===== config.mk =====
export PLATFORM = sky130hd
export DESIGN_NAME = decoder_display_flat
export DESIGN_NICKNAME = d
export VERILOG_FILES = /design/src/rtl/decoder_display_if.sv /design/src/rtl/decoder_display.sv /design/src/flat_wrapper.sv
export SDC_FILE = /design/constraint.sdc
export NUM_CORES = 1
export LEC_CHECK = 0
export ABC_AREA = 1
export BUFFER_PORTS_ARGS = -buffer_cell sky130_fd_sc_hd__buf_2
export CORE_ASPECT_RATIO = 1.1
export CORE_MARGIN = 1
export CORE_UTILIZATION = 55
export DETAILED_ROUTE_END_ITERATION = 7
export PLACE_DENSITY_LB_ADDON = 0.2
export SKIP_CTS_REPAIR_TIMING = 1
export SLEW_MARGIN = 25
export SYNTH_ARGS = -nofsm -noshare
export SYNTH_HDL_FRONTEND = slang
export SYNTH_SLANG_ARGS = --single-unit

===== constraint.sdc =====
create_clock -name clk -period 3.9 [get_ports clk]
set_input_delay 0.39 -clock clk [delete_from_list [all_inputs] [get_ports clk]]
set_output_delay 0.39 -clock clk [all_outputs]
set_load 0.005 [all_outputs]

===== src/rtl/decoder_display_if.sv =====
// Bus between a host and the BCD converter / 3-digit 7-segment scanner.
// The host drives value and load strobe; the display side returns status and pins.
interface decoder_display_if;
    logic [7:0]  valor;
    logic        carrega;
    logic        ocupado;
    logic        pronto;
    logic [11:0] bcd;
    logic [2:0]  anodo;
    logic [6:0]  seg;

    modport master (
        output valor, carrega,
        input  ocupado, pronto, bcd, anodo, seg
    );

    modport slave (
        input  valor, carrega,
        output ocupado, pronto, bcd, anodo, seg
    );
endinterface


===== src/rtl/decoder_display.sv =====
// Binary-to-BCD converter (shift-and-add-3) driving a multiplexed
// 3-digit 7-segment display with leading-zero blanking.
module decoder_display #(
    parameter int DIV_SCAN = 1000
) (
    input  logic             clk,
    input  logic             rst_n,
    decoder_display_if.slave bus
);
    localparam int CW = (DIV_SCAN > 2) ? $clog2(DIV_SCAN) : 1;

    typedef enum logic [1:0] {IDLE, CONV, LATCH} state_t;

    state_t      state, state_nx;
    logic [7:0]  sr;
    logic [11:0] acc, adj, bcd_q;
    logic [2:0]  iter;
    logic        ocupado_q, pronto_q;
    logic [CW-1:0] scan_cnt;
    logic [1:0]  idx;
    logic [3:0]  digit;
    logic        blank;
    logic [6:0]  seg_on;

    // FSM state register
    always_ff @(posedge clk or negedge rst_n) begin
        if (!rst_n) state <= IDLE;
        else        state <= state_nx;
    end

    // FSM next-state: one load, eight shift steps, one latch step
    always_comb begin
        state_nx = state;
        case (state)
            IDLE:    if (bus.carrega) state_nx = CONV;
            CONV:    if (iter == 3'd7) state_nx = LATCH;
            LATCH:   state_nx = IDLE;
            default: state_nx = IDLE;
        endcase
    end

    // Add 3 to every BCD digit of 5 or more before the next shift
    always_comb begin
        adj = acc;
        for (int i = 0; i < 3; i++) begin
            if (acc[i*4 +: 4] >= 4'd5)
                adj[i*4 +: 4] = acc[i*4 +: 4] + 4'd3;
        end
    end

    // Conversion datapath; bcd only changes at the latch step
    always_ff @(posedge clk or negedge rst_n) begin
        if (!rst_n) begin
            sr        <= '0;
            acc       <= '0;
            iter      <= '0;
            bcd_q     <= '0;
            ocupado_q <= 1'b0;
            pronto_q  <= 1'b0;
        end else begin
            pronto_q <= 1'b0;
            case (state)
                IDLE: begin
                    if (bus.carrega) begin
                        sr        <= bus.valor;
                        acc       <= '0;
                        iter      <= '0;
                        ocupado_q <= 1'b1;
                    end
                end
                CONV: begin
                    acc  <= {adj[10:0], sr[7]};
                    sr   <= {sr[6:0], 1'b0};
                    iter <= iter + 3'd1;
                end
                LATCH: begin
                    bcd_q     <= acc;
                    pronto_q  <= 1'b1;
                    ocupado_q <= 1'b0;
                end
                default: ;
            endcase
        end
    end

    // Free-running scan divider and digit index
    always_ff @(posedge clk or negedge rst_n) begin
        if (!rst_n) begin
            scan_cnt <= '0;
            idx      <= 2'd0;
        end else if (scan_cnt == CW'(DIV_SCAN - 1)) begin
            scan_cnt <= '0;
            idx      <= (idx == 2'd2) ? 2'd0 : idx + 2'd1;
        end else begin
            scan_cnt <= scan_cnt + 1'b1;
        end
    end

    // Digit select and leading-zero blanking
    always_comb begin
        digit     = bcd_q[3:0];
        blank     = 1'b0;
        bus.anodo = 3'b110;
        case (idx)
            2'd1: begin
                digit     = bcd_q[7:4];
                blank     = (bcd_q[11:8] == 4'd0) && (bcd_q[7:4] == 4'd0);
                bus.anodo = 3'b101;
            end
            2'd2: begin
                digit     = bcd_q[11:8];
                blank     = (bcd_q[11:8] == 4'd0);
                bus.anodo = 3'b011;
            end
            default: ;
        endcase
    end

    // Active-high segment table {g..a}
    always_comb begin
        seg_on = 7'h00;
        case (digit)
            4'd0: seg_on = 7'h3F;
            4'd1: seg_on = 7'h06;
            4'd2: seg_on = 7'h5B;
            4'd3: seg_on = 7'h4F;
            4'd4: seg_on = 7'h66;
            4'd5: seg_on = 7'h6D;
            4'd6: seg_on = 7'h7D;
            4'd7: seg_on = 7'h07;
            4'd8: seg_on = 7'h7F;
            4'd9: seg_on = 7'h6F;
            default: seg_on = 7'h00;
        endcase
    end

    assign bus.seg     = blank ? 7'h7F : ~seg_on;
    assign bus.bcd     = bcd_q;
    assign bus.ocupado = ocupado_q;
    assign bus.pronto  = pronto_q;
endmodule

===== src/flat_wrapper.sv =====
// flat-port wrapper written by rule: the top's interface ports become plain ports
module decoder_display_flat 
#(
    parameter int DIV_SCAN = 1000
)
  (clk, rst_n, bus_valor, bus_carrega, bus_ocupado, bus_pronto, bus_bcd, bus_anodo, bus_seg);
  decoder_display_if bus_i ();
  input  logic clk;
  input  logic rst_n;
  input wire logic [$bits(bus_i.valor)-1:0] bus_valor;
  input wire logic [$bits(bus_i.carrega)-1:0] bus_carrega;
  output wire logic [$bits(bus_i.ocupado)-1:0] bus_ocupado;
  output wire logic [$bits(bus_i.pronto)-1:0] bus_pronto;
  output wire logic [$bits(bus_i.bcd)-1:0] bus_bcd;
  output wire logic [$bits(bus_i.anodo)-1:0] bus_anodo;
  output wire logic [$bits(bus_i.seg)-1:0] bus_seg;
  assign bus_i.valor = bus_valor;
  assign bus_i.carrega = bus_carrega;
  assign bus_ocupado = bus_i.ocupado;
  assign bus_pronto = bus_i.pronto;
  assign bus_bcd = bus_i.bcd;
  assign bus_anodo = bus_i.anodo;
  assign bus_seg = bus_i.seg;
  decoder_display #(.DIV_SCAN(DIV_SCAN)) u_core (.clk(clk), .rst_n(rst_n), .bus(bus_i));
endmodule

==> impl_summary.log <==
INFO  metric detail_route.first_pass.iterations = 4
INFO  metric dp_hpwl = 3.571 mm
INFO  metric grt_antenna_before_repair = 0
INFO  metric unrepaired_setup_endpoints_after_global_routing = false
INFO  metric worst_pin_slew = 0.6183 ns
INFO  metric drcViolationCount = 0
INFO  metric power_switching_share = 0.3973
INFO  metric port_buffers = 34
INFO  metric share_seq_of_total_power = 0.367
INFO  metric fp.dieArea = 5222 µm²
INFO  metric synth_warnings = 0
INFO  metric ff2ff_setup_slack = 2.30 ns
INFO  metric edff_count_synth = 0
INFO  metric antenna_cells = 0
INFO  metric clk_path_buf_depth = 2
INFO  metric crit_path_launch_type = flip-flop
INFO  metric synthesis.area = 2715 µm²
INFO  metric wirelength = ~5 mm
INFO  metric syn_area_per_cell = 8.203 µm²
INFO  metric synth-compound-area-share = 0.1230
INFO  metric routedWlPerCell = roughly 12 µm
INFO  metric criticalPathCategory = flip-flop to primary output
INFO  metric worst-path-max-fanout = 10
INFO  metric worst_skew_pair_latency = just over 0.3 ns
INFO  metric core.rowCount = 26
INFO  metric total_neg_setup_slack = 0 ns
INFO  metric core_area = 4684 µm²
INFO  metric cp_cell_sequence = inv_1, ha_1, or2_1, nand2_4, inv_1, ha_1, nand3b_1, nand3_1, nand2_1, buf_2
INFO  metric cts_num_sinks = 51
INFO  metric hold_path.class = primary input to async pin
INFO  metric post_synth_mux_area_share = 0
INFO  metric cp_max_stage_delay = about 0.42 ns
INFO  metric share_comb_of_total_power = 0.446
INFO  metric grt_first_pass_wirelength = 8.293 mm
INFO  metric reg2regPathDepth = 5
INFO  metric synth-xor-area-share = 0.01290
INFO  metric power.leakage = 1.594 nW
INFO  metric floorplan.die.width = 68.99 µm
INFO  metric cts_tree = built
INFO  metric die-height = 75.69 µm
INFO  metric clock_power_share = 0.186
INFO  metric synth_cells = 331
INFO  metric ir_drop = 0.0004369 V
INFO  metric outcome = finished clean
INFO  metric rr_endpoint = u_core.iter[2]$_DFFE_PN0P_
INFO  metric setup_viol = 0
INFO  metric synthToLayoutAreaGrowth = 12.53%
INFO  metric finalHoldViolCount = 0
INFO  metric fill_cells = 422
INFO  metric layout_worst_path_cycle_share = 0.7024
INFO  metric final_nets = 395
INFO  metric cp_data_arrival_time = 2.35 ns
INFO  metric fin_skew = 0.006736 ns
INFO  metric dp_slack = 1.494 ns
INFO  metric ys_ff_latch = 51
INFO  metric post-synth-top-area-cell = dfrtp_1
INFO  metric pwr_density_cell = around 750 nW/µm²
INFO  metric clock_pin_slew_worst_setup_and_hold_paths = approximately 0.090 ns
INFO  metric grt_overflow_total = 0
INFO  metric proportion_of_synthesized_chip_area_in_sequential_cells = 0.4700
INFO  metric vias = 2180
INFO  metric ys_types = 27
INFO  metric slew-limit-headroom = 0.5878
INFO  metric pin_count_of_the_biggest_net_entering_global_routing = 52
INFO  metric worst_setup_path_end_kind = primary output
INFO  metric worst_reg2reg_path_startpoint = u_core.state[0]$_DFFE_PN0P_
INFO  metric layout_cells_sized_above_1 = 0.1471
INFO  metric cts_inserted_buffers = 5
INFO  metric route.detailed.vias_per_inst = 5.154
INFO  metric max_cap_violations = 0
INFO  metric initial_drc_count = 110
INFO  metric yosys.area_share.simple = 0.2300
INFO  metric first_global_vias = 1945
INFO  metric share_of_async_settable_or_async_resettable_flops_after_synthesis = 1.000
INFO  metric cts.htree.levels = 2
INFO  metric synth_top_area_frac = 0.4700
INFO  metric gp_congestion = 0.8210
INFO  metric netlist_top_cells_area = dfrtp_1, nand2_1, ha_1
INFO  metric clock_tree.root_cell = clkbuf_8
INFO  metric synth_top_family_by_area = simple AND/OR/NAND/NOR gates
INFO  metric timing.final.max_slew_violations = 0
INFO  metric register_area = about 1300 µm²
INFO  metric max_freq = between 300 and 400 MHz
INFO  metric syn-num-nets = 360
INFO  metric p_int = between 0.001 and 0.0015 W
INFO  metric critPathSlowestCell = ha_1
INFO  metric final.min_clock_period = 2.739 ns
INFO  metric ios = 35
INFO  metric yosys_most_used_dff = dfrtp_1
INFO  metric power.switching = just over 0.0009 W
INFO  metric multi_input_area = 1219 µm²
INFO  metric drtAntennaViolNets = 0
INFO  metric required = between 3 and 4 ns
INFO  metric initial_utilization = 0.5796
INFO  metric gr-usage-all-layers = 0.2151
INFO  metric post-route-worst-setup-slack = between 1 and 1.5 ns
INFO  metric synth-adder-area-share = 0.08295
## logic make-up after synthesis
family          Yosys count
flops                    51
simple gates            144
compound gates           60
buf+inv                  54
xor+xnor                  4
fa+ha+maj                18
## metrics by stage
step	util	instance area, µm²	total power, W	std cells	hold WS (ns)
after global placement	0.6231	2919	0.001847	415	0.4636
after global routing	0.6522	3055	0.002543	423	0.2441
final	0.6522	3055	0.002303	423	0.1602
after floorplan	-	2715	0.001595	331	0.09441
after CTS	0.6522	3055	0.002322	423	0.1965
after detailed placement	0.6231	2919	0.001880	415	0.4739
## cells in the mapped netlist, types with 4 or more instances
master and number:
nand2_1 82, dfrtp_1 51, inv_1 44, o21ai_0 26, nor2_1 24, nand3_1 21, ha_1 18, o21ai_1 12
o211ai_1 7, o22ai_1 7, a21oi_1 6, nor3_1 4, xor2_1 4
## metal layers
| metal | wire, µm | global-route usage | vias up |
|---|---|---|---|
| met3 | 132 | 0.04790 | 7 |
| met4 | 74 | 0.07483 | 0 |
| li1 | - | - | 1130 |
| met5 | 0 | 0 | - |
| met1 | 2332 | 0.2693 | 1010 |
| met2 | 2435 | 0.3646 | 33 |
## cells in the final DEF (no fill, tap or decap)
cell        instances
o21ai_1            12
or2_4               1
o21ai_0            26
nor2_2              1
buf_4               1
a22o_1              2
nand2_1            82
inv_2               3
xor2_1              4
buf_2              34
inv_1              44
and3_1              1
nor2_1             24
nand2_4             2
nand3_2             1
or2_1               1
a21oi_1             6
dfrtp_1            51
clkinvlp_4          1
nor3_1              4
ha_1               18
nand3b_1            3
clkbuf_8            5
bufinv_16           2
nand2_2             3
nand3_1            21
o211ai_1            7
o22ai_1             7
## sequential cells by signal (all words and copies together), names as in the netlist
signal	cells
u_core.bus.bcd	12
u_core.bus.ocupado	1
u_core.sr	8
u_core.acc	12
u_core.scan_cnt	10
u_core.idx	2
u_core.iter	3
u_core.bus.pronto	1
u_core.state	2
## worst max-delay path by stage
| stage | start | to | depth (start not counted) |
|---|---|---|---|
| 2_1_floorplan | u_core.idx[0]$_DFFE_PN0N_ | bus_seg[3] | 10 |
| 3_3_place_gp | u_core.idx[0]$_DFFE_PN0N_ | bus_seg[3] | 10 |
| 3_5_place_dp | u_core.idx[0]$_DFFE_PN0N_ | bus_seg[3] | 10 |
| 4_1_cts | u_core.idx[0]$_DFFE_PN0N_ | bus_seg[3] | 10 |
| 5_1_grt | u_core.idx[0]$_DFFE_PN0N_ | bus_seg[3] | 10 |
| 6_report | u_core.idx[0]$_DFFE_PN0N_ | bus_seg[3] | 10 |
## power groups by stage
stage          logic, W  clock network [W]  registers, W
6_report        0.00103           0.000429      0.000846
5_1_grt         0.00122           0.000458      0.000869
4_1_cts         0.00104           0.000438      0.000845
3_5_place_dp    0.00102                  0      0.000856
3_3_place_gp   0.000998                  0      0.000849
2_1_floorplan  0.000765                  0      0.000830
## critical path, delay by kind of cell, from the launching register on
kind / cells / cell delay [ns]
buf+inv: 3 / 0.27
fa+ha+maj: 2 / 0.68
flops: 1 / 0.39
simple gates: 5 / 0.72
## area by class of cell
| type | count | area share |
|---|---|---|
| timing repair buffer | 35 | 0.05815 |
| multi-input combinational | 226 | 0.3989 |
| inverter | 47 | 0.05774 |
| tap | 56 | 0.02293 |
| clock inverter | 3 | 0.02211 |
| clock buffer | 5 | 0.02252 |
| sequential | 51 | 0.4177 |
Power figures use the tool's default switching activity.
